$ cat config.mk
export PLATFORM = sky130hd
export DESIGN_NAME = pipe_stage_buf
export DESIGN_NICKNAME = d
export VERILOG_FILES = /design/src/rtl/pipe_stage_buf.sv
export SDC_FILE = /design/constraint.sdc
export NUM_CORES = 1
export LEC_CHECK = 0
export ABC_AREA = 0
export BUFFER_PORTS_ARGS = -buffer_cell sky130_fd_sc_hd__buf_2
export CAP_MARGIN = 20
export CORE_MARGIN = 2
export CORE_UTILIZATION = 51
export CTS_CLUSTER_SIZE = 28
export DETAILED_ROUTE_END_ITERATION = 8
export PLACE_DENSITY = 0.74
export SETUP_SLACK_MARGIN = 0.1
export SYNTH_ARGS = -nofsm -noshare
export SYNTH_HDL_FRONTEND = slang
export SYNTH_SLANG_ARGS = --single-unit
$ cat constraint.sdc
create_clock -name clock -period 4.9 [get_ports clock]
set_clock_uncertainty 0.1 [all_clocks]
set_input_delay 0.49 -clock clock [delete_from_list [all_inputs] [get_ports clock]]
set_output_delay 0.49 -clock clock [all_outputs]
set_load 0.01 [all_outputs]
$ cat src/rtl/pipe_stage_buf.sv
// Elastic buffer between two pipeline stages: a circular buffer with hold/flush control.
// The head entry is read straight from storage, so a push shows up on the output one cycle later.
module pipe_stage_buf #(
  parameter int                WIDTH  = 32,
  parameter int                DEPTH  = 2,
  parameter logic [WIDTH-1:0]  BUBBLE = '0
) (
  input  logic                         clock,
  input  logic                         nReset,
  input  logic                         in_valid,
  output logic                         in_ready,
  input  logic [WIDTH-1:0]             in_data,
  output logic                         out_valid,
  input  logic                         out_ready,
  output logic [WIDTH-1:0]             out_data,
  input  logic                         hold,
  input  logic                         flush,
  output logic [$clog2(DEPTH+1)-1:0]   count
);

  localparam int CW = $clog2(DEPTH + 1);
  localparam int PW = (DEPTH > 1) ? $clog2(DEPTH) : 1;
  localparam logic [PW-1:0] PTR_LAST = PW'(DEPTH - 1);
  localparam logic [CW-1:0] CNT_FULL = CW'(DEPTH);

  logic [WIDTH-1:0] mem [DEPTH];
  logic [PW-1:0]    rd_ptr;
  logic [PW-1:0]    wr_ptr;
  logic             push;
  logic             pop;

  function automatic logic [PW-1:0] ptr_inc(input logic [PW-1:0] p);
    return (p == PTR_LAST) ? '0 : p + 1'b1;
  endfunction

  // A full buffer still accepts when the head is leaving this cycle.
  assign in_ready  = (count != CNT_FULL) | (out_ready & ~hold);
  assign out_valid = (count != '0) & ~hold;
  assign out_data  = out_valid ? mem[rd_ptr] : BUBBLE;

  assign push = in_valid & in_ready & ~flush;
  assign pop  = out_valid & out_ready & ~flush;

  always_ff @(posedge clock or negedge nReset) begin
    if (!nReset) begin
      rd_ptr <= '0;
      wr_ptr <= '0;
      count  <= '0;
    end else if (flush) begin
      rd_ptr <= '0;
      wr_ptr <= '0;
      count  <= '0;
    end else begin
      if (push) wr_ptr <= ptr_inc(wr_ptr);
      if (pop)  rd_ptr <= ptr_inc(rd_ptr);
      case ({push, pop})
        2'b10:   count <= count + 1'b1;
        2'b01:   count <= count - 1'b1;
        default: count <= count;
      endcase
    end
  end

  // Payload storage is left unreset; pointers and count alone define validity.
  always_ff @(posedge clock) begin
    if (push) mem[wr_ptr] <= in_data;
  end

endmodule

==> metrics.txt, run 1 <==
die area 5880 µm²; P_leak 1.29 nW; commonest non-fill, non-tap cell in the layout buf_2; final net count 284; Syn Std Cell Area 2690 µm²; filler cell count 393; Routed Antenna Nets 0; Area Growth Syn to Fin 24.4%; r2r setup slk 3.13 ns; CP required 4.31 ns; max_cap viols 0; Boundary Pins 74; Crit path largest cell delay 0.51 ns; hold buffer count at cts 1; antenna cells 0; Die Y 76.7 µm; worst reg2reg path depth 4; Starting Density 52.7%; Skew-Pair Late Insertion Delay 0.33 ns; CP Launch Type flip-flop; worst reg2reg path endpoint mem[1][5]; overall routing resource usage 15.9%; DRC errors left 0; worst setup margin 2.44 ns; largest net degree at the start of global routing 35; post-route cell area 3350 µm²; Mapped Cells 166; Critical R2R Launch count[0]; Post-Route WL 4400 µm; DPL Wire Length 2830 µm; initial drt markers 61; post-synthesis sequential area ratio 75.1%; Critical Path End Type output port; fin util 65.6%; Pwr Density 372 nW/µm²; CP max FO 20; Seq. cell area 2020 µm²; Resize count post-CTS 0; RSZ-0062 raised after global routing false; status complete, no violations; Num CTS Buffers 9; post-CTS setup buffer count 0; drt wl/cell 13.7 µm; relative slew slack 35.9%; clk root buf clkbuf_8; hold wc startpoint in_data[21]; fmax 407 MHz; FF+latch count, synth 68; count of different cell masters after synthesis 23; hold path depth 1; crit path cell chain nor2_2 -> or2_1 -> buf_16 -> nor2_1 -> buf_2; first-pass GRT wire length 7040 µm; pre-CTS WS 2.68 ns; share of layout cells above drive strength 1 38.2%; # port buffers 73; Final min period 2.46 ns; Crit path buffers/inverters 2; num rows 26; vias per inst 4.80; Yosys top cell area share 71.3%; Tightest Pin Transition 0.961 ns; Clock transition at path regs 0.07 ns; H-tree levels 3; CTS tree built; crit path max-delay cell type or2_1; max-slew violations 0; initial antenna violation count 0; gp weighted congestion 0.745; total overflow reported by the global router 0; Area after DPL 3140 µm²; most frequent cells in the layout buf_2, edfxtp_1, mux2i_1, nor2_1, clkbuf_8; VDD IR max 230 µV; setup TNS 0 ns; Final Hold Fails 0; Worst Hold Class input pin to flip-flop; Final period util 50.2%; Arrival @ worst endpoint 1.87 ns; Post-Place Cells 304; Setup-failing EPs final 0; fin cells 321; vias in the first global route 1554; core area 5110 µm²; CP delay by family, top simple AND/OR/NAND/NOR gates; TritonRoute pass-1 iters 4; synthesized net count 204; area of the multi-input gates 609 µm²; Synth Area per Inst 16.2 µm²; Worst Hold End mem[0][21]; Yosys Warn Count 0; largest area contributor in the netlist edfxtp_1; critical path class flip-flop to output port; via count 1541; die width 76.7 µm; clk sink count 68; Max Root-Sink Buffers 2; dominant cells by area after synthesis edfxtp_1, mux2i_1, nor2_1, dfrtp_1, buf_6
-- kinds of logic (layout without fill, tap and decap cells) --
kind of cell | Yosys count | in the layout | share of synthesized area (%)
flops | 68 | 68 | 75.1
simple gates | 45 | 45 | 7.48
mux | 33 | 33 | 12.3
buf+inv | 10 | 95 | 2.69
xor+xnor | 1 | 1 | 0.325
compound gates | 9 | 9 | 2.14
-- registers in the layout, indices dropped and copies added, names as in the netlist --
name / flops
rd_ptr: 1
count: 2
mem: 64
wr_ptr: 1
-- synth_stat cells --
master / count
nor2b_1: 3
nand2b_1: 2
a21oi_1: 2
inv_1: 2
nor2_1: 32
a41o_1: 1
a211oi_1: 3
mux2_2: 1
buf_6: 4
and2b_1: 1
o21ai_1: 1
or3_1: 1
edfxtp_1: 64
nor2_2: 2
nor3_1: 1
xnor2_1: 1
dfrtp_1: 4
mux2i_1: 32
nor3b_1: 1
nand3_1: 1
or2_1: 1
buf_2: 4
o21ai_0: 2
-- final cells by class --
type	instances	area share, %
flip-flops and latches	68	60.4
multi-input cells	88	18.2
repair buffers	77	12.5
clock buffers	10	3.81
well taps	70	2.61
clock inverters	6	2.35
inverters	2	0.224
-- power breakdown --
part | total, mW | internal, mW | switching (mW)
Sequential | 0.676 | 0.662 | 0.0140
Clock | 0.471 | 0.282 | 0.188
Combinational | 0.0994 | 0.0464 | 0.0530
-- how the worst max path moves through the flow --
| stage | start | endpoint | slack, ns | cells after the start |
|---|---|---|---|---|
| floorplan | out_ready | mem[1][0] | 1.16 | 3 |
| global placement | hold | out_data[11] | 2.45 | 4 |
| finish | count[1] | out_data[11] | 2.44 | 5 |
| CTS | count[1] | out_data[11] | 2.39 | 5 |
| detailed placement | hold | out_data[11] | 2.68 | 5 |
| global route | count[1] | out_data[9] | 2.30 | 5 |
-- routing by layer --
metal | share of wire (%) | vias up | global-route usage (%)
met5 | 0 | - | 0
met4 | 1.3 | 0 | 8.73
met3 | 5.8 | 6 | 4.94
met2 | 52 | 49 | 26.7
met1 | 40 | 713 | 18.1
li1 | - | 773 | -
-- worst reg2reg max path, delay by kind of cell (launching register included) --
kind,cells,cell delay (ns)
buffers and inverters,1,0.40
DFF,1,0.44
and+or+nand+nor,2,0.34
AOI/OAI and AO/OA,1,0.11
-- per-stage QoR --
stage	power, mW	hold slack, ns
after CTS	1.26	0.234
after floorplan	0.744	0.0944
after detailed placement	0.789	0.207
final	1.25	0.248
after global routing	1.29	0.233
after global placement	0.782	0.206
Note: power is estimated with default switching activity, not from simulation.
==> run 2, diff against run 1 <==
==> constraint.sdc (replaced) <==
create_clock -name clock -period 2.29 [get_ports clock]
set_clock_uncertainty 0.1 [all_clocks]
set_input_delay 0.229 -clock clock [delete_from_list [all_inputs] [get_ports clock]]
set_output_delay 0.229 -clock clock [all_outputs]
set_load 0.01 [all_outputs]
==> run 2 against run 1 <==
Against the previous run:
- via count up 11%
- largest cell class unchanged
- critical path depth stayed put
- combinational power rose to 2.6 times the previous value
- highest routed layer unchanged
- hold slack got worse by 0.15 ns
==> metrics.txt, run 2 (synthesized netlist as in run 1, its figures left out) <==
status complete, no violations (unchanged); CTS tree built (unchanged); Starting Density 52.7% (unchanged); antenna cells 0 (unchanged); fin util 71.1% (was 65.6%); die width 76.7 µm (unchanged); Die Y 76.7 µm (unchanged); Biggest register mem (unchanged); core area 5110 µm² (unchanged); first-pass GRT wire length 7930 µm (was 7040 µm); Post-Route WL 4950 µm (was 4400 µm); clk root buf clkbuf_8 (unchanged); Arrival @ worst endpoint 1.66 ns (was 1.87 ns); H-tree levels 3 (unchanged); Skew-Pair Late Insertion Delay 0.32 ns (was 0.33 ns); largest net degree at the start of global routing 35 (unchanged); share of layout cells above drive strength 1 33.2% (was 38.2%); gp weighted congestion 0.751 (was 0.745); Final period util 86.9%; CP required 1.96 ns (was 4.31 ns); vias in the first global route 1762 (was 1554); Clock transition at path regs 0.07 ns (about the same); Final Hold Fails 0 (unchanged); clk sink count 68 (unchanged); relative slew slack 61.3% (was 35.9%); DRC errors left 0 (unchanged); max_cap viols 0 (unchanged); num rows 26 (unchanged); die area 5880 µm² (unchanged); Crit path largest cell delay 0.50 ns (was 0.51 ns); fin cells 353 (was 321); most frequent cells in the layout buf_2, edfxtp_1, dlygate4sd3_1 (was buf_2, edfxtp_1, mux2i_1, nor2_1, clkbuf_8); CP max FO 23 (was 20); final net count 317 (was 284); initial antenna violation count 0 (unchanged); commonest non-fill, non-tap cell in the layout buf_2 (unchanged); critical path class flip-flop to output port (unchanged); area of the multi-input gates 622 µm² (was 609 µm²); worst setup margin 0.301 ns (was 2.44 ns); crit path cell chain nor2_2 -> or2_1 -> buf_4 -> nor2_1 -> buf_2 (was nor2_2 -> or2_1 -> buf_16 -> nor2_1 -> buf_2); pre-CTS WS 0.428 ns (was 2.68 ns); initial drt markers 78 (was 61); TritonRoute pass-1 iters 6 (was 4); Seq. cell area 2030 µm² (was 2020 µm²); CP Launch Type flip-flop (unchanged); filler cell count 330 (was 393); total overflow reported by the global router 0 (unchanged); fmax 503 MHz; Area Growth Syn to Fin 34.7% (was 24.4%); max reg flops 64 (unchanged); setup TNS 0 ns (unchanged); Hold Slack 0.102 ns (was 0.248 ns); vias per inst 4.86 (was 4.80); Pwr Density 679 nW/µm² (was 372 nW/µm²); Area after DPL 3150 µm² (was 3140 µm²); Top Registers mem (64), count (2) (unchanged); overall routing resource usage 17.9% (was 15.9%); Worst Hold Class input pin to flip-flop (unchanged); RSZ-0062 raised after global routing false (unchanged); max-slew violations 0 (unchanged); Num CTS Buffers 9 (unchanged); P_leak 1.40 nW (was 1.29 nW); Post-Place Cells 305 (was 304); drt wl/cell 14.0 µm (was 13.7 µm); Tightest Pin Transition 0.581 ns (was 0.961 ns); # port buffers 73 (unchanged); Pwr Total 2.46 mW (was 1.25 mW); Critical Path End Type output port (unchanged); Final min period 1.99 ns; via count 1715 (was 1541); Max Root-Sink Buffers 2 (unchanged); VDD IR max 474 µV (was 230 µV); post-route cell area 3630 µm² (was 3350 µm²); DPL Wire Length 2870 µm (was 2830 µm); crit path max-delay cell type dfrtp_1 (was or2_1); Setup-failing EPs final 0 (unchanged); Boundary Pins 74 (unchanged); Routed Antenna Nets 0 (unchanged)
[run 2: cell count changes in the layout (fill, tap and decap cells not counted), sizes merged]
cell | before | now
dlygate4sd3 | 1 | 33
bufinv | 2 | 0
clkbuf | 10 | 11
buf | 76 | 77
[run 2: final cells by class]
class / instances / area share, %
clock inverters: 4 / 0.483
clock buffers: 11 / 3.62
flip-flops and latches: 68 / 55.8
multi-input cells: 88 / 17.1
well taps: 70 / 2.41
inverters: 2 / 0.207
repair buffers: 110 / 20.3
[run 2: final timing paths]
| path | from | end | slack (ns) | cells after the start |
|---|---|---|---|---|
| worst max register to register | count[0] | mem[0][6] | 0.50 | 4 |
| worst max-delay path | count[1] | out_data[17] | 0.30 | 5 |
| worst min-delay path | flush | rd_ptr | 0.10 | 2 |
| min in group asynchronous | nReset | rd_ptr | 0.13 | 2 |
| worst min register to register | count[0] | count[0] | 0.53 | 1 |
| max in group asynchronous | nReset | rd_ptr | 1.82 | 2 |
[run 2: timing repair]
item                                   4_1_cts  5_1_grt
setup endpoints to repair                    5        0
gates resized for setup                      1        0
endpoints found under the hold margin       68        0
hold buffers                                33        0
setup buffers                                0        0
[run 2: metal layers]
metal | vias up | track usage [%] | share of wire (%)
met5 | - | 0 | 0
met4 | 0 | 8.91 | 1.2
met3 | 9 | 4.24 | 3.9
met2 | 59 | 31.1 | 53
met1 | 811 | 20.7 | 42
li1 | 836 | - | -
[run 2: power by group]
group / switching, mW / internal [mW] / total, mW
logic: 0.123 / 0.134 / 0.257
registers: 0.0328 / 1.42 / 1.45
clock network: 0.381 / 0.376 / 0.758
[run 2: critical path: cells and delay by family, from the launching register on]
family                 cells  cell delay [ns]
DFF                        1             0.50
and+or+nand+nor            3             0.46
buffers and inverters      2             0.37
